**config.mk**
```make
export PLATFORM = sky130hd
export DESIGN_NAME = food_spawner
export DESIGN_NICKNAME = d
export VERILOG_FILES = /design/src/rtl/food_spawner.sv
export SDC_FILE = /design/constraint.sdc
export NUM_CORES = 1
export LEC_CHECK = 0
export CAP_MARGIN = 20
export CORE_MARGIN = 5
export CORE_UTILIZATION = 50
export DETAILED_ROUTE_END_ITERATION = 10
export PLACE_DENSITY = 0.8
export RECOVER_POWER = 100
export SLEW_MARGIN = 20
export SYNTH_ARGS = -nofsm -noshare
export SYNTH_HDL_FRONTEND = slang
export SYNTH_SLANG_ARGS = --single-unit
```
**constraint.sdc**
```tcl
create_clock -name frame_clk -period 4.15 [get_ports frame_clk]
set_clock_uncertainty 0.1 [all_clocks]
set_input_delay 0.83 -clock frame_clk [delete_from_list [all_inputs] [get_ports frame_clk]]
set_output_delay 0.83 -clock frame_clk [all_outputs]
set_load 0.01 [all_outputs]
```
**src/rtl/food_spawner.sv**
```systemverilog
// rtl/food_spawner.sv - multi-slot fruit generator with LFSR placement, eat detection and score
//
// Holds NUM_FRUIT grid-aligned fruit positions. A free-running 16-bit Galois
// LFSR proposes one candidate cell per frame. FILL places every slot in order.
// RUN watches for the snake head landing on a fruit. RESPAWN re-places the
// slot that was just eaten.
//
// Optional build macro:
//   FOOD_AVOID_BORDER_EN  when defined, the outer ring of cells is never used
//
// Ports:
//   frame_clk    clock, one tick per video frame
//   Reset        asynchronous, active-high reset
//   enable       1 = eat detection active, 0 = game paused
//   head_x       snake head pixel X (grid-aligned)
//   head_y       snake head pixel Y (grid-aligned)
//   fruit_x      packed fruit X, slot i at [10i+9:10i]
//   fruit_y      packed fruit Y, slot i at [10i+9:10i]
//   fruit_valid  per-slot live flag
//   eaten        one-cycle pulse when a fruit is eaten
//   eaten_idx    slot that was eaten; meaningful only while eaten=1
//   score        saturating count of fruits eaten
module food_spawner #(
    parameter int          NUM_FRUIT = 2,
    parameter int          GRID      = 10,
    parameter int          X_CELLS   = 60,
    parameter int          Y_CELLS   = 43,
    parameter int          X_OFFSET  = 40,
    parameter int          Y_OFFSET  = 40,
    parameter logic [15:0] SEED      = 16'hACE1,
    parameter int          SCORE_W   = 8
) (
    input  logic                                               frame_clk,
    input  logic                                               Reset,
    input  logic                                               enable,
    input  logic [9:0]                                         head_x,
    input  logic [9:0]                                         head_y,
    output logic [10*NUM_FRUIT-1:0]                            fruit_x,
    output logic [10*NUM_FRUIT-1:0]                            fruit_y,
    output logic [NUM_FRUIT-1:0]                               fruit_valid,
    output logic                                               eaten,
    output logic [((NUM_FRUIT > 1) ? $clog2(NUM_FRUIT) : 1)-1:0] eaten_idx,
    output logic [SCORE_W-1:0]                                 score
);

    localparam int IDX_W = (NUM_FRUIT > 1) ? $clog2(NUM_FRUIT) : 1;

    typedef enum logic [1:0] {
        S_FILL    = 2'd0,
        S_RUN     = 2'd1,
        S_RESPAWN = 2'd2
    } state_t;

    state_t                   state, state_n;
    logic [15:0]              lfsr, lfsr_n;
    logic [IDX_W-1:0]         ptr, ptr_n;
    logic [10*NUM_FRUIT-1:0]  fx_n, fy_n;
    logic [NUM_FRUIT-1:0]     valid_n;
    logic                     eaten_n;
    logic [IDX_W-1:0]         idx_n;
    logic [SCORE_W-1:0]       score_n;

    logic [5:0]               cx, cy;
    logic [9:0]               px, py;
    logic                     cand_ok;
    logic                     hit;
    logic [IDX_W-1:0]         hit_idx;

    // Candidate cell straight from the current LFSR value; out-of-range cells
    // may wrap in px/py but are rejected by the range test below.
    assign cx = lfsr[5:0];
    assign cy = lfsr[13:8];
    assign px = 10'(X_OFFSET) + 10'(cx) * 10'(GRID);
    assign py = 10'(Y_OFFSET) + 10'(cy) * 10'(GRID);

    // Right-shift Galois step; the feedback bit is XORed into the tap positions.
    assign lfsr_n = {1'b0, lfsr[15:1]} ^ (lfsr[0] ? 16'hB400 : 16'h0000);

    always_comb begin
        cand_ok = (int'(cx) < X_CELLS) && (int'(cy) < Y_CELLS);
`ifdef FOOD_AVOID_BORDER_EN
        if ((cx == 6'd0) || (int'(cx) == X_CELLS - 1) ||
            (cy == 6'd0) || (int'(cy) == Y_CELLS - 1))
            cand_ok = 1'b0;
`endif
        if ((px == head_x) && (py == head_y))
            cand_ok = 1'b0;
        // The slot being placed is never valid here, so comparing against all
        // valid slots is the same as comparing against the other ones.
        for (int i = 0; i < NUM_FRUIT; i++) begin
            if (fruit_valid[i] && (fruit_x[10*i +: 10] == px) && (fruit_y[10*i +: 10] == py))
                cand_ok = 1'b0;
        end
    end

    // Descending scan so the lowest matching slot is the one left in hit_idx.
    always_comb begin
        hit     = 1'b0;
        hit_idx = '0;
        for (int i = NUM_FRUIT - 1; i >= 0; i--) begin
            if (fruit_valid[i] && (fruit_x[10*i +: 10] == head_x) && (fruit_y[10*i +: 10] == head_y)) begin
                hit     = 1'b1;
                hit_idx = IDX_W'(i);
            end
        end
    end

    always_comb begin
        state_n = state;
        ptr_n   = ptr;
        fx_n    = fruit_x;
        fy_n    = fruit_y;
        valid_n = fruit_valid;
        eaten_n = 1'b0;
        idx_n   = eaten_idx;
        score_n = score;

        case (state)
            S_FILL, S_RESPAWN: begin
                if (cand_ok) begin
                    for (int i = 0; i < NUM_FRUIT; i++) begin
                        if (IDX_W'(i) == ptr) begin
                            fx_n[10*i +: 10] = px;
                            fy_n[10*i +: 10] = py;
                            valid_n[i]       = 1'b1;
                        end
                    end
                    if (state == S_RESPAWN) begin
                        state_n = S_RUN;
                    end else if (ptr == IDX_W'(NUM_FRUIT - 1)) begin
                        state_n = S_RUN;
                        ptr_n   = '0;
                    end else begin
                        ptr_n = ptr + IDX_W'(1);
                    end
                end
            end

            S_RUN: begin
                if (enable && hit) begin
                    eaten_n = 1'b1;
                    idx_n   = hit_idx;
                    for (int i = 0; i < NUM_FRUIT; i++) begin
                        if (IDX_W'(i) == hit_idx)
                            valid_n[i] = 1'b0;
                    end
                    if (score != {SCORE_W{1'b1}})
                        score_n = score + SCORE_W'(1);
                    ptr_n   = hit_idx;
                    state_n = S_RESPAWN;
                end
            end

            default: begin
                state_n = S_FILL;
                ptr_n   = '0;
            end
        endcase
    end

    always_ff @(posedge frame_clk or posedge Reset) begin
        if (Reset) begin
            state       <= S_FILL;
            lfsr        <= SEED;
            ptr         <= '0;
            fruit_x     <= '0;
            fruit_y     <= '0;
            fruit_valid <= '0;
            eaten       <= 1'b0;
            eaten_idx   <= '0;
            score       <= '0;
        end else begin
            state       <= state_n;
            lfsr        <= lfsr_n;
            ptr         <= ptr_n;
            fruit_x     <= fx_n;
            fruit_y     <= fy_n;
            fruit_valid <= valid_n;
            eaten       <= eaten_n;
            eaten_idx   <= idx_n;
            score       <= score_n;
        end
    end

endmodule

```
==> impl_metrics.py <==
metrics = {
    "status": {
        "status": "finished, violations left",
        "failed_checks": "max-capacitance violations, max-slew violations",
    },
    "logic_synthesis": {
        "synthCells": 397,
        "synth-edff-count": 0,
        "yosysUniqueCellTypes": 65,
        "synth_area_sq_um": 4561,
        "ys_seq_area_share_pct": 36.98,
        "synth_top_area_share_pct": 32.37,
        "yosysTopAreaCell": "dfrtp_1",
        "postSynthAreaPerCell_sq_um": 11.49,
        "synth_most_common_cell": "dfrtp_1",
        "synth-async-reset-ratio_pct": 100.0,
        "ys_top_cells_by_count": "dfrtp_1, xor2_1, xnor2_1",
        "synth-seq-cells": 67,
        "synth_warnings": 0,
        "synth_flop_cell": "dfrtp_1",
        "synth_area_leaders": "dfrtp_1, xor2_1, xnor2_1",
    },
    "grt": {
        "grt_pass1_vias": 3683,
        "grt_usage_pct": 21.86,
        "grt_pass1_wl_um": 19180,
        "grt_max_degree": 68,
        "antenna_found_initial": 0,
        "grt_overflow": 0,
    },
    "route": {
        "drtIter0Drc": 118,
        "ant_nets": 0,
        "drcViolationCount": 0,
        "wl_met3_um": 539,
        "routed_wl_um": 11930,
        "avgRoutedWirePerCell_um": 19.24,
        "firstDrtPassIters": 4,
        "via_per_inst": 5.518,
        "wl_met1_um": 5162,
        "wl_met2_um": 6009,
        "highest_layer": "met4",
        "vias": 3421,
    },
    "finish": {
        "fin_area_sq_um": 5807,
        "area_growth_pct": 27.33,
        "finalNetCount": 551,
        "post_route_cells_drive_above_1_share_pct": 21.48,
        "insertedDiodeCount": 0,
        "fillerInstances": 683,
    },
    "sta": {
        "layout_min_cycle_time_ns": 4.109,
        "maxSlewViolCount": 68,
        "hold_viol": 0,
        "post-route-period-util_pct": 99.02,
        "worstMarginPinSlew_ns": 1.645,
        "slew_headroom_pct": -9.664,
        "fmax_mhz": 243.4,
        "whs_ns": 0.2587,
        "setup_viol": 0,
    },
    "worst_setup_path": {
        "rr_startpoint": "lfsr[11]",
        "path_class": "reg2reg",
        "crit_slowest_cell": "dfstp_2",
        "worstSetupStartpoint": "lfsr[11]",
        "critPathLaunchType": "register",
        "critPathMaxStageDelay_ns": 0.53,
        "cp_cell_sequence": "ha_1 -> ha_1 -> fa_1 -> xnor2_1 -> buf_4 -> xor2_2 -> buf_4 -> xnor2_1 -> nand4_1 -> nor4b_2 -> nand4_1 -> and4_1 -> buf_4 -> mux2_4",
        "arrival_ns": 4.24,
        "critPathRequiredTime_ns": 4.28,
        "cp_max_fo": 15,
        "end_kind": "register",
        "path_common_cell": "buf_4",
    },
    "clock_network": {
        "clockBufferDepth": 2,
        "insertion_delay_ns": 0.35,
        "cts_tree": "built",
        "cts.clk_slew.worst_paths_ns": 0.07,
        "postCtsHoldBufs": 0,
        "htreeDepth": 3,
        "cts_sinks": 67,
        "cts_buffers": 9,
        "cts_root_buffer": "clkbuf_8",
    },
    "floorplanning": {
        "die_y_um": 105.5,
        "die_w_um": 105.5,
        "coreArea_sq_um": 8806,
        "initial_core_util_pct": 51.79,
        "std_cell_rows": 34,
        "dieArea_sq_um": 11130,
        "boundaryPins": 75,
    },
    "power": {
        "power_density_nw_per_um2": 224.9,
        "ir_drop_mv": 0.1387,
        "p_leak_nw": 2.856,
    },
    "min_path": {
        "worstHoldStart": "lfsr[7]",
        "min_path_type": "reg2reg",
    },
    "job": {
        "maxCapViolations": 1,
    },
    "placement": {
        "io_buffers": 70,
        "place.gp.congestion": 0.9427,
        "place_area_sq_um": 5569,
        "place_hpwl_um": 9181,
    },
}
[power by group]
| group | switching [W] | leakage (nW) | internal [W] |
|---|---|---|---|
| logic | 0.0000497 | 1.89 | 0.0000352 |
| clock network | 0.000274 | 0.0987 | 0.000294 |
| registers | 0 | 0.866 | 0.000653 |
| total | 0.000324 | 2.86 | 0.000982 |
[placed cells by master (no fill, tap or decap), types with 5 or more instances in the layout]
master and instances:
inv_1 13, xor2_1 57, ha_1 19, and3_1 5
nand4_1 11, mux2i_1 5, clkbuf_1 8, clkdlybuf4s50_1 20
dlygate4sd3_1 50, nor2_1 20, nor4_1 10, dfrtp_1 59
buf_4 29, mux2_2 13, clkbuf_8 10, nand2_1 10
nand3_1 7, dfstp_2 6, xnor2_1 47, mux2_4 15
a21oi_1 9
[metrics by stage]
stage               instances  utilization, %  setup WS, ns   power, W  setup TNS [ns]
finish                    620           65.94       0.04076   0.001306               0
global placement          601           63.19       -0.2390  0.0007511          -3.216
detailed placement        601           63.24      -0.01725  0.0007513        -0.07753
floorplan                 400               -        0.3329  0.0007074               0
global route              620           65.94      -0.01176   0.001346        -0.02842
CTS                       619           66.06      0.009694   0.001310               0
[critical path, delay by kind of cell (launching register included)]
family,cells,cell delay [ns]
mux,1,0.31
buf+inv,3,0.56
fa+ha+maj,3,0.86
simple gates,4,0.97
flops,1,0.53
xor+xnor,3,0.64
[sequential cells by signal, indices dropped and copies added, names as in the netlist]
name / count
fruit_x: 18
ptr: 1
eaten: 1
fruit_y: 18
eaten_idx: 1
lfsr: 16
score: 8
state: 2
fruit_valid: 2
[cell families (layout without fill, tap and decap cells)]
kind of cell | after synthesis | count (layout) | synth area share (%)
xor+xnor | 114 | 114 | 23.92
simple gates | 98 | 98 | 13.33
fa+ha+maj | 21 | 21 | 6.091
buf+inv | 28 | 140 | 3.814
flops | 67 | 67 | 36.98
mux | 33 | 33 | 9.246
compound gates | 35 | 35 | 6.530
other cells | 1 | 4 | 0.08223
[routing by layer]
metal,global-route usage [%],vias up
met4,6.383,0
li1,-,1598
met3,4.829,21
met5,0,-
met1,28.28,1714
met2,36.89,88
[worst paths after layout]
| check | slack, ns | depth (start not counted) | end |
|---|---|---|---|
| max | 0.04 | 14 | fruit_x[4] |
| min reg2reg | 0.26 | 0 | lfsr[6] |
| min | 0.26 | 0 | lfsr[6] |
| max reg2reg | 0.04 | 14 | fruit_x[4] |
| max in group asynchronous | 1.57 | 3 | fruit_x[14] |
| min in group asynchronous | 1.39 | 3 | fruit_y[1] |
[timing repair]
action | 4_1_cts | 5_1_grt
buffers inserted | 2 | 1
pin swaps | 0 | 3
resized for setup | 1 | 10
endpoints found under the setup margin | 16 | 21
[area by class of cell]
class | instances | area, sq um | share of cell area (%)
clock buffer | 10 | 137.6 | 2.370
clock inverter | 6 | 63.81 | 1.099
inverter | 14 | 52.55 | 0.9050
multi-input combinational | 305 | 2738 | 47.15
sequential | 67 | 1687 | 29.05
tap | 108 | 135.1 | 2.327
timing repair buffer | 110 | 993.5 | 17.11
Power figures use the tool's default switching activity.
